<file path="config.mk">
export PLATFORM = sky130hd
export DESIGN_NAME = negedge_order_sorter_flat
export DESIGN_NICKNAME = d
export VERILOG_FILES = /design/src/rtl/negedge_order_sorter_if.sv /design/src/rtl/negedge_order_sorter.sv /design/src/flat_wrapper.sv
export SDC_FILE = /design/constraint.sdc
export NUM_CORES = 1
export LEC_CHECK = 0
export ABC_AREA = 0
export CAP_MARGIN = 0
export CELL_PAD_IN_SITES_DETAIL_PLACEMENT = 1
export CELL_PAD_IN_SITES_GLOBAL_PLACEMENT = 2
export CORE_ASPECT_RATIO = 0.6
export CORE_MARGIN = 4
export CORE_UTILIZATION = 35
export CTS_CLUSTER_DIAMETER = 120
export CTS_CLUSTER_SIZE = 40
export DETAILED_ROUTE_END_ITERATION = 10
export HOLD_SLACK_MARGIN = 0.15
export PLACE_DENSITY = 0.76
export SYNTH_ARGS = -nofsm -noshare
export SYNTH_HDL_FRONTEND = slang
export SYNTH_SLANG_ARGS = --single-unit
</file>
<file path="constraint.sdc">
create_clock -name clock -period 24.1 [get_ports clock]
set_clock_uncertainty 0.05 [all_clocks]
set_input_delay 4.82 -clock clock [delete_from_list [all_inputs] [get_ports clock]]
set_output_delay 4.82 -clock clock [all_outputs]
set_load 0.03 [all_outputs]
</file>
<file path="src/rtl/negedge_order_sorter_if.sv">
// Result-stream handshake for negedge_order_sorter: one beat per line,
// carrying the line index, its captured time and an end-of-run flag.
interface negedge_order_sorter_if #(
  parameter int NUM_INPUTS = 8,
  parameter int MAX_VALUE  = 8
);
  localparam int IW = $clog2(NUM_INPUTS);
  localparam int TW = $clog2(MAX_VALUE + 1);

  logic          out_valid;
  logic          out_ready;
  logic [IW-1:0] out_index;
  logic [TW-1:0] out_time;
  logic          out_last;

  modport master (
    output out_valid,
    output out_index,
    output out_time,
    output out_last,
    input  out_ready
  );

  modport slave (
    input  out_valid,
    input  out_index,
    input  out_time,
    input  out_last,
    output out_ready
  );
endinterface

</file>
<file path="src/rtl/negedge_order_sorter.sv">
// Timestamps falling event lines inside a capture window, then streams them out by time.
// Define NEGEDGE_SORTER_EMIT_UNFIRED_EN to also stream unfired lines with time 0.
module negedge_order_sorter #(
  parameter int NUM_INPUTS = 8,
  parameter int MAX_VALUE  = 8
) (
  input  logic                  clock,
  input  logic                  reset_n,
  input  logic                  start,
  input  logic [NUM_INPUTS-1:0] incoming_lines,
  output logic                  busy,
  output logic                  done,
  negedge_order_sorter_if.master out
);
  localparam int IW = $clog2(NUM_INPUTS);
  localparam int TW = $clog2(MAX_VALUE + 1);
  localparam logic [TW-1:0] MAXV = TW'(MAX_VALUE);

  typedef enum logic [1:0] {
    IDLE,
    CAPTURE,
    EMIT,
    DONE
  } state_t;

  state_t state;
  state_t state_nxt;

  logic [TW-1:0]         elapsed;
  logic [NUM_INPUTS-1:0] captured;
  logic [NUM_INPUTS-1:0] emitted;
  logic [TW-1:0]         stamp [NUM_INPUTS];

  logic [NUM_INPUTS-1:0] fall;
  logic [NUM_INPUTS-1:0] cap_nxt;
  logic [NUM_INPUTS-1:0] pending;
  logic                  cap_end;
  logic                  sel_found;
  logic                  sel_last;
  logic [IW-1:0]         sel_idx;
  logic [TW-1:0]         sel_time;
  logic                  xfer;

  assign fall    = ~incoming_lines & ~captured;
  assign cap_nxt = captured | fall;
  assign cap_end = (&cap_nxt) || (elapsed == MAXV);

  // Winner: largest stamp, first index wins ties.
  always_comb begin
    sel_found = 1'b0;
    sel_idx   = '0;
    sel_time  = '0;
    pending   = captured & ~emitted;
    for (int i = 0; i < NUM_INPUTS; i++) begin
      if (captured[i] && !emitted[i] &&
          (!sel_found || stamp[i] > sel_time)) begin
        sel_found = 1'b1;
        sel_idx   = IW'(i);
        sel_time  = stamp[i];
      end
    end
`ifdef NEGEDGE_SORTER_EMIT_UNFIRED_EN
    pending = ~emitted;
    if (!sel_found) begin
      for (int i = NUM_INPUTS - 1; i >= 0; i--) begin
        if (!emitted[i]) begin
          sel_idx  = IW'(i);
          sel_time = '0;
        end
      end
    end
`endif
  end

  // Exactly one pending bit means this beat is the final one.
  assign sel_last = (pending != '0) &&
    ((pending & (pending - NUM_INPUTS'(1))) == '0);

  assign xfer = (state == EMIT) && out.out_ready;

  always_comb begin
    state_nxt = state;
    done      = 1'b0;
    busy      = (state != IDLE);
    unique case (state)
      IDLE: begin
        if (start) state_nxt = CAPTURE;
      end
      CAPTURE: begin
        if (cap_end) begin
`ifdef NEGEDGE_SORTER_EMIT_UNFIRED_EN
          state_nxt = EMIT;
`else
          state_nxt = (|cap_nxt) ? EMIT : DONE;
`endif
        end
      end
      EMIT: begin
        if (xfer && sel_last) state_nxt = DONE;
      end
      DONE: begin
        done      = 1'b1;
        state_nxt = IDLE;
      end
      default: state_nxt = IDLE;
    endcase
  end

  always_comb begin
    out.out_valid = (state == EMIT);
    out.out_index = '0;
    out.out_time  = '0;
    out.out_last  = 1'b0;
    if (state == EMIT) begin
      out.out_index = sel_idx;
      out.out_time  = sel_time;
      out.out_last  = sel_last;
    end
  end

  always_ff @(posedge clock or negedge reset_n) begin
    if (!reset_n) begin
      state <= IDLE;
    end else begin
      state <= state_nxt;
    end
  end

  always_ff @(posedge clock or negedge reset_n) begin
    if (!reset_n) begin
      elapsed  <= '0;
      captured <= '0;
      emitted  <= '0;
      for (int i = 0; i < NUM_INPUTS; i++) begin
        stamp[i] <= '0;
      end
    end else begin
      unique case (state)
        IDLE: begin
          if (start) begin
            elapsed  <= '0;
            captured <= '0;
            emitted  <= '0;
            for (int i = 0; i < NUM_INPUTS; i++) begin
              stamp[i] <= '0;
            end
          end
        end
        CAPTURE: begin
          captured <= cap_nxt;
          if (!cap_end) elapsed <= elapsed + TW'(1);
          for (int i = 0; i < NUM_INPUTS; i++) begin
            if (fall[i]) stamp[i] <= MAXV - elapsed;
          end
        end
        EMIT: begin
          if (xfer) emitted[sel_idx] <= 1'b1;
        end
        default: begin
        end
      endcase
    end
  end
endmodule

</file>
<file path="src/flat_wrapper.sv">
// flat-port wrapper written by rule: the top's interface ports become plain ports
module negedge_order_sorter_flat 
#(
  parameter int NUM_INPUTS = 8,
  parameter int MAX_VALUE  = 8
)
  (clock, reset_n, start, incoming_lines, busy, done, out_out_valid, out_out_index, out_out_time, out_out_last, out_out_ready);
  negedge_order_sorter_if #(.NUM_INPUTS(NUM_INPUTS), .MAX_VALUE(MAX_VALUE)) out_i ();
  input  logic clock;
  input  logic reset_n;
  input  logic start;
  input  logic [NUM_INPUTS-1:0] incoming_lines;
  output logic busy;
  output logic done;
  output wire logic [$bits(out_i.out_valid)-1:0] out_out_valid;
  output wire logic [$bits(out_i.out_index)-1:0] out_out_index;
  output wire logic [$bits(out_i.out_time)-1:0] out_out_time;
  output wire logic [$bits(out_i.out_last)-1:0] out_out_last;
  input wire logic [$bits(out_i.out_ready)-1:0] out_out_ready;
  assign out_out_valid = out_i.out_valid;
  assign out_out_index = out_i.out_index;
  assign out_out_time = out_i.out_time;
  assign out_out_last = out_i.out_last;
  assign out_i.out_ready = out_out_ready;
  negedge_order_sorter #(.NUM_INPUTS(NUM_INPUTS), .MAX_VALUE(MAX_VALUE)) u_core (.clock(clock), .reset_n(reset_n), .start(start), .incoming_lines(incoming_lines), .busy(busy), .done(done), .out(out_i));
endmodule
</file>
==> results of run 1 <==
-- worst max-delay path by stage --
| stage | endpoint | cells after the start | slack, ns |
|---|---|---|---|
| final | out_out_time[1] | 47 | 6.15 |
| after global routing | out_out_time[2] | 47 | 5.15 |
| after CTS | out_out_time[1] | 47 | 6.26 |
| after detailed placement | out_out_time[1] | 47 | 6.72 |
| after global placement | out_out_time[1] | 47 | 7.26 |
| after floorplan | out_out_time[1] | 47 | 9.24 |
-- logic make-up after synthesis --
family                   count (synthesis)  synth area share (%)
AND/OR/NAND/NOR                        180                  23.2
AO/OA/AOI/OAI                          125                  21.0
flip-flops                              54                  33.5
buffers and inverters                   38                  3.81
adder cells (fa/ha/maj)                 35                  10.8
multiplexers                            25                  7.10
XOR/XNOR                                 3                 0.651
-- flip-flops by register name, summed over array words and instances, names as in the netlist --
register,count
u_core.elapsed,4
u_core.stamp,32
u_core.state,2
u_core.emitted,8
u_core.captured,8
-- power by group through the flow --
stage / sequential, mW / clock [mW] / combinational, mW
6_report: 0.142 / 0.0832 / 0.489
3_5_place_dp: 0.144 / 0 / 0.481
5_1_grt: 0.147 / 0.0898 / 0.538
4_1_cts: 0.142 / 0.0856 / 0.486
3_3_place_gp: 0.142 / 0 / 0.466
2_1_floorplan: 0.133 / 0 / 0.350
-- per-layer routing --
| layer | GRT usage [%] | wire (um) |
|---|---|---|
| met2 | 26.8 | 5150 |
| met5 | 0 | 0 |
| met3 | 3.74 | 759 |
| met1 | 30.3 | 6900 |
| met4 | 1.88 | 33 |
-- through the flow --
step                      power, mW  setup slack, ns  hold WS [ns]  cell area, um2  instances
final                         0.714             6.15         0.439            4570        640
after detailed placement      0.625             6.72         0.430            4410        632
after global placement        0.609             7.26         0.413            4410        632
after floorplan               0.484             9.24         0.400            4040        460
after CTS                     0.714             6.26         0.447            4570        640
after global routing          0.775             5.15         0.480            4570        640
-- area by class of cell --
type                    count  area share (%)
clock buffers               7            2.90
clock inverters             1           0.656
inverters                  26            2.13
multi-input cells         368            55.4
flip-flops and latches     54            29.5
well taps                 160            4.38
repair buffers             24            5.03
-- layout by cell type (no fill, tap or decap), drive strengths merged, types with 2 or more instances in the layout --
cell type	netlist	routed
nor3b	4	4
a32o	2	2
o31ai	3	3
a2bb2oi	2	2
clkbuf	8	7
clkdlybuf4s50	0	21
nand4	6	6
mux2	23	23
o22ai	2	2
xnor2	2	2
buf	4	3
a31oi	9	9
a21oi	28	28
ha	34	34
a41oi	6	6
o221ai	4	4
o21a	2	2
and3	8	8
nand2	55	55
o211ai	4	4
and4	5	5
nand3b	4	4
or3	2	2
dfrtp	54	54
nor2	43	43
mux2i	2	2
a211oi	5	5
nor4	5	5
a211o	4	4
nor3	4	4
o211a	2	2
inv	26	26
nand2b	8	8
nor2b	17	17
and2	6	6
o21ai	43	43
nand3	9	9
==> results.txt, run 1 <==
- Worst path top cell family by delay: compound AO/OA/AOI/OAI gates
* Starting density of the core: 35.7%
- For hold timing, the worst endpoint is u_core.emitted[5].
- Synthesized flop and latch total: 54
- 23 I/O pins were placed.
- Core Footprint: 11,300 um2
- Setup repair after global routing left no endpoint under its margin.
* Number of buffer and inverter stages on the critical path: 4
- Wire length after detailed routing: 12,800 um
- After clock tree synthesis, the repair step resized 0 gates.
* Detailed-route wire length per cell: 20.1 um
- Final Hold Vio Count: 0
* Max_slew headroom: 31.5%
* Library cell used as clock root buffer: sky130_fd_sc_hd__clkbuf_16
- Setup violations remaining at the end of the flow were counted as 0.
* Combined area of all synthesized cells: 4040 um2
* Final core utilization: 40.5%
- R2R setup slack: 11.76 ns
- For this run, the detailed router's first-pass iteration total came to 4.
- In the routed design, unresolved DRC markers number 0.
- Area enclosed by the die boundary: approximately 13,000 um2
- Summed negative setup slack over all endpoints: 0 ns
- The clock passes through at most 2 buffers.
- STA classifies the critical path startpoint as a flop.
- In this design, the critical path's most frequently occurring cell is sky130_fd_sc_hd__ha_1.
- Launching point of the worst reg2reg path: u_core.captured[0]
* Violation count after the first detailed-routing iteration: 235
- Pin count of the biggest net entering global routing: 55
* Area added between synthesis and finish: 13.3%
* Distinct cell type count of the synthesized netlist: between 60 and 70
- The critical path in this run is classified as flop to output pin.
- Cell types with the highest counts after synthesis: 55 x sky130_fd_sc_hd__nand2_1, 54 x sky130_fd_sc_hd__dfrtp_1, 43 x sky130_fd_sc_hd__nor2_1, 41 x sky130_fd_sc_hd__o21ai_0, 34 x sky130_fd_sc_hd__ha_1
- After detailed routing, the number of vias per cell comes to 5.50.
- Hold Crit Start: u_core.emitted[5]
* Clock latency at the later pin of the worst-skew pair: 0.30 ns
- The filler cells instantiated in the layout total about 1,300.
- Highest-delay cell along the critical path: sky130_fd_sc_hd__a2bb2oi_1
- Delay of the slowest cell on the worst path: 0.74 ns
- For this design, the CTS-stage hold fixing added 0 buffers.
- After synthesis, the cell types taking the most area are sky130_fd_sc_hd__dfrtp_1 33%, sky130_fd_sc_hd__ha_1 11%, sky130_fd_sc_hd__mux2_2 5.9%.
- The number of nets handed over by synthesis was about 510.
* Run status: completed
- Sequential cells burn 19.9% of the power.
* Maximum level of the CTS H-tree: 2
- The worst register-to-register path ends at u_core.emitted[2].
* Main synth FF type: sky130_fd_sc_hd__dfrtp_1
- Number of clock sinks seen by CTS: 54
- Clock power frac: 11.6%
- Yosys mapped a number of flops with a built-in enable equal to 0.
- Worst hold path depth: 1
* Transition time at the pin with the least slew margin: 1.02 ns
* Worst IR Drop VDD: 0.0531 mV
- The number of global-route vias before repair was 3,588.
* Number of nets still failing antenna checks after routing: 0
* GRT overflow: 0
- Global routing used 19.0% of the available tracks.
* Share of post-route cells with drive strength above 1: under 10%
- The HPWL after detailed placement is 9890 um.
- Summing all flip-flop and latch instances after layout gives 1350 um2.
* Final-stage net count: around 530
- In this run switching power makes up 50.2% of total power.
- Each instance of the synthesized netlist takes up on average 8.78 um2.
- The first global-routing pass estimated between 20,000 and 25,000 um of wire.
* TritonCTS Buffers: 5
- Chip Height: 91.2 um
* Number of rows in the core area: 30
- Power density over cell area: 156 nW/um2
- Counting every instance in the synthesized netlist gives 460.
- Buffers placed on the I/O ports in this run total 22.
* First element of the critical path: u_core.captured[0]
* Area fraction of the dominant cell type after synthesis: 33.5%
- Period utilisation layout: 74.5%
- The worst path needs 17.95 ns of the cycle, external delays included.
* Post-synthesis cell type with the largest combined area: sky130_fd_sc_hd__dfrtp_1
- Once the clock tree was built, the setup fixing pass inserted 0 buffers.
- Path category of the worst min-delay check: flop to flop
* Sequential area share after synthesis: 33.5%
* TritonCTS clock tree: yes
- The internal power of the cells totals 356 uW.
- Yosys warning count: 0
- The multi-input combinational cells in the finished layout cover a total of about 2500 um2.
- MaxCap Viol Count: 0
* Number of vias after detailed routing: around 3,500
- Leak Pwr: 1.99 nW
* Achievable Freq: 55.7 MHz
* Async SR Flop Fraction: between 90% and 100%
* Final Wtd Congestion: approximately 0.85
- The worst register-to-register path has a depth of 46.
- Summed over all nets, the switching power comes to 358 uW.
- CTS clk-pin slew, worst paths: 0.07 ns
* Kind of end point of the critical path: output pin
- The max-slew violation count came to 0.
- Combinational logic is responsible for 68.4% of the overall power.
- Of all nets on the critical path, the largest fanout is 14.
- The number of antenna diodes in the final layout is 0.
- Initial antenna violation count: 0
- Yosys instantiated no cell more often than sky130_fd_sc_hd__nand2_1.
- STA puts the critical path data arrival time at 13.08 ns.
- Worst EP required: 19.23 ns
- Die Wd: 147 um
Power figures use the tool's default switching activity.
==> inputs of run 2 (changes only) <==
--- a/config.mk
+++ b/config.mk
@@ -11,12 +11,12 @@
 export CELL_PAD_IN_SITES_GLOBAL_PLACEMENT = 2
 export CORE_ASPECT_RATIO = 0.6
 export CORE_MARGIN = 4
-export CORE_UTILIZATION = 35
+export CORE_UTILIZATION = 34
 export CTS_CLUSTER_DIAMETER = 120
 export CTS_CLUSTER_SIZE = 40
 export DETAILED_ROUTE_END_ITERATION = 10
 export HOLD_SLACK_MARGIN = 0.15
-export PLACE_DENSITY = 0.76
+export PLACE_DENSITY = 0.78
 export SYNTH_ARGS = -nofsm -noshare
 export SYNTH_HDL_FRONTEND = slang
 export SYNTH_SLANG_ARGS = --single-unit
==> constraint.sdc (replaced) <==
create_clock -name clock -period 15.7 [get_ports clock]
set_clock_uncertainty 0.05 [all_clocks]
set_input_delay 3.14 -clock clock [delete_from_list [all_inputs] [get_ports clock]]
set_output_delay 3.14 -clock clock [all_outputs]
set_load 0.03 [all_outputs]
==> results.txt, run 2 (synthesis results as in run 1) <==
* Run status: completed (unchanged)
- The number of maximum-capacitance violations came to 0 (unchanged).
- Number of ports placed on the die boundary: 23 (unchanged)
- The leakage power was 2.02 nW (was 1.99 nW).
- Max_slew headroom: 24.2% (was 31.5%)
- Worst R2R End: u_core.emitted[0] (was u_core.emitted[2])
* Path category of the worst min-delay check: flop to flop (unchanged)
- Cells after DPL: 634 (was 632)
* Number of rows in the core area: 30 (unchanged)
* Summed negative setup slack over all endpoints: 0 ns (unchanged)
- The overall track demand over capacity in global routing was 19.9% (was 19.0%).
- Vias per inst: 5.57 (was 5.50)
* TritonCTS clock tree: yes (unchanged)
- Number of global-route vias before repair: 3,664 (was 3,588)
- Launching point of the worst reg2reg path: u_core.captured[0] (unchanged)
* Area enclosed by the die boundary: 13,700 um2 (was 13,400 um2)
* Buffer levels on the longest clock path: 2 (unchanged)
- The synthesis-to-finish area growth is 14.8% (was 13.3%).
* Met2 track demand over resource in global routing: 26.8% (about the same)
- The final worst-path setup slack was 0.856 ns (was 6.15 ns).
- The routed wire length is 13,100 um (was 12,800 um).
- The share of layout cells above drive strength 1 is 11.5% (was 9.38%).
- Hold path endpoint: u_core.stamp[12] (was u_core.emitted[5])
- Maximum level of the CTS H-tree: 2 (unchanged)
* Transition time at the pin with the least slew margin: 1.13 ns (was 1.02 ns)
- The count of routing violations after the opening detailed-route iteration is 260 (was 235).
* Setup WS pre-CTS: 0.814 ns (was 6.72 ns)
- The DRC violation count after routing is 0 (unchanged).
- Met3 routing resource usage after global routing: 3.33% (was 3.74%)
- Wire length of the first global-routing pass: 21,400 um (was 20,100 um)
* GR Util met1: 32.8% (was 30.3%)
* Largest registers: u_core.stamp (32), u_core.captured (8), u_core.emitted (8) (unchanged)
* Largest fanout of any net on the critical path: 14 (unchanged)
- The count of buffers inserted at the top-level ports is 22 (unchanged).
- Number of nets still failing antenna checks after routing: 0 (unchanged)
* Starting density of the core: 35.3% (was 35.7%)
- Delay of the slowest cell on the worst path: 0.72 ns (was 0.74 ns)
* Cell area after layout: 4640 um2 (was 4570 um2)
- Post-layout minimum cycle time: 14.84 ns
- Cell mode on critical path: sky130_fd_sc_hd__ha_1 (unchanged)
* Final core utilization: 40.5% (about the same)
- Total Power: 1.12 mW (was 714 uW)
- Dividing the final minimum period by the clock period gives between 90% and 100%.
- The endpoint required time on the critical path came to 12.51 ns (was 19.23 ns).
* Core Footprint: 11,400 um2 (was 11,300 um2)
- Worst hold path depth: 2 (was 1)
* Setup violators final: 0 (unchanged)
* Register with the most flip-flops: u_core.stamp (unchanged)
- Clock latency at the later pin of the worst-skew pair: 0.30 ns (about the same)
- Number of clock sinks seen by CTS: 54 (unchanged)
- Data arrival time of the critical path: 11.65 ns (was 13.08 ns)
* Highest-delay cell along the critical path: sky130_fd_sc_hd__clkdlybuf4s50_1 (was sky130_fd_sc_hd__a2bb2oi_1)
- R2R setup slack: 4.76 ns (was 11.76 ns)
* Final-stage net count: 532 (was 525)
- Final Hold Vio Count: 0 (unchanged)
* Hold Crit Start: u_core.stamp[12] (was u_core.emitted[5])
- Startpoint kind of the worst setup timing path: flop (unchanged)
- Die Wd: 149 um (was 147 um)
- The initial antenna violation count was 0 (unchanged).
- Half-perimeter wire length after placement: 10,000 um (was 9890 um)
- The number of flip-flops under the largest register name was 32 (unchanged).
- Layer carrying the most global-route usage: met1 (unchanged)
- The filler-free cell count of the finished design came to 647 (was 640).
- The critical path class was flop to output pin (unchanged).
- The final weighted congestion in routability-driven placement came to 0.844 (was 0.848).
- The CTS buffer count is 5 (unchanged).
* Most common cell after layout, fill and taps aside: sky130_fd_sc_hd__nand2_1 (unchanged)
* Detailed-route wire length per cell: 20.2 um (was 20.1 um)
- Number of cells traversed by the worst register-to-register path: 47 (was 46)
- Chip Height: 92.4 um (was 91.2 um)
* Achievable Freq: ~67 MHz
* Worst IR Drop VDD: 0.0889 mV (was 0.0531 mV)
- The max-slew violation count was 0 (unchanged).
- CTS clk-pin slew, worst paths: 0.07 ns (about the same)
- GRT overflow: 0 (unchanged)
- Final-layout worst hold slack: 0.449 ns (was 0.439 ns)
* Pin count of the biggest net entering global routing: 55 (unchanged)
* Most used cells in the layout excluding fill and tap cells: 55 x sky130_fd_sc_hd__nand2_1, 54 x sky130_fd_sc_hd__dfrtp_1, 43 x sky130_fd_sc_hd__nor2_1 (unchanged)
- Kind of end point of the critical path: output pin (unchanged)
- Number of buffers inserted by hold repair at cts: 0 (unchanged)
- Post-place instance area: 4430 um2 (was 4410 um2)
- First-pass detailed-route iteration total: 4 (unchanged)
- The clock tree root buffer cell was sky130_fd_sc_hd__clkbuf_16 (unchanged).
* RSZ-0062 raised after global routing: false (unchanged)
* Power density over cell area: 241 nW/um2 (was 156 nW/um2)
- The antenna diode instance count is 0 (unchanged).
- The via count of the routed design came to 3,607 (was 3,520).
## run 2: cell count changes in the layout (fill, tap and decap cells not counted), sizes merged
| cell | delta |
|---|---|
| clkinv | +1 |
| bufinv | -1 |
| buf | +7 |
## run 2: worst max path at each step
stage                             startpoint         endpoint  slack [ns]  cells after the start
final                     u_core.captured[0]  out_out_time[2]        0.86                     48
after CTS                 u_core.captured[0]  out_out_time[2]        0.41                     48
after global routing      u_core.captured[0]  out_out_time[2]        0.07                     49
after floorplan           u_core.captured[0]  out_out_time[1]        2.52                     47
after global placement    u_core.captured[0]  out_out_time[1]        1.26                     48
after detailed placement  u_core.captured[0]  out_out_time[2]        0.81                     50
## run 2: critical path: cells and delay by family, from the launching register on
| kind | cells | cell delay, ns |
|---|---|---|
| adder cells (fa/ha/maj) | 7 | 2.11 |
| buffers and inverters | 7 | 1.65 |
| AND/OR/NAND/NOR | 13 | 2.68 |
| multiplexers | 2 | 0.61 |
| flip-flops | 1 | 0.47 |
| AO/OA/AOI/OAI | 19 | 3.85 |
## run 2: final cells by class
cell class              count  area (um2)
multi-input cells         368        2540
clock inverters             1        8.76
fillers                  1358        6810
clock buffers               7         153
well taps                 160         200
repair buffers             31         283
flip-flops and latches     54        1350
inverters                  26        97.6
## run 2: per-layer routing
metal  up-vias  routed length, um
met5         -                  0
met3         9                581
met4         0                133
met2        62               5100
li1       1728                  -
met1      1808               7250
## run 2: power by group
group	total [mW]	internal [mW]	leakage, nW	switching [mW]
Combinational	0.777	0.311	1.22	0.466
Sequential	0.219	0.176	0.723	0.0427
Clock	0.123	0.0684	0.0801	0.0541
## run 2: repair_timing
action | CTS | global route
setup endpoints to repair | 0 | 7
gates resized for setup | 0 | 2
buffers inserted | 0 | 5
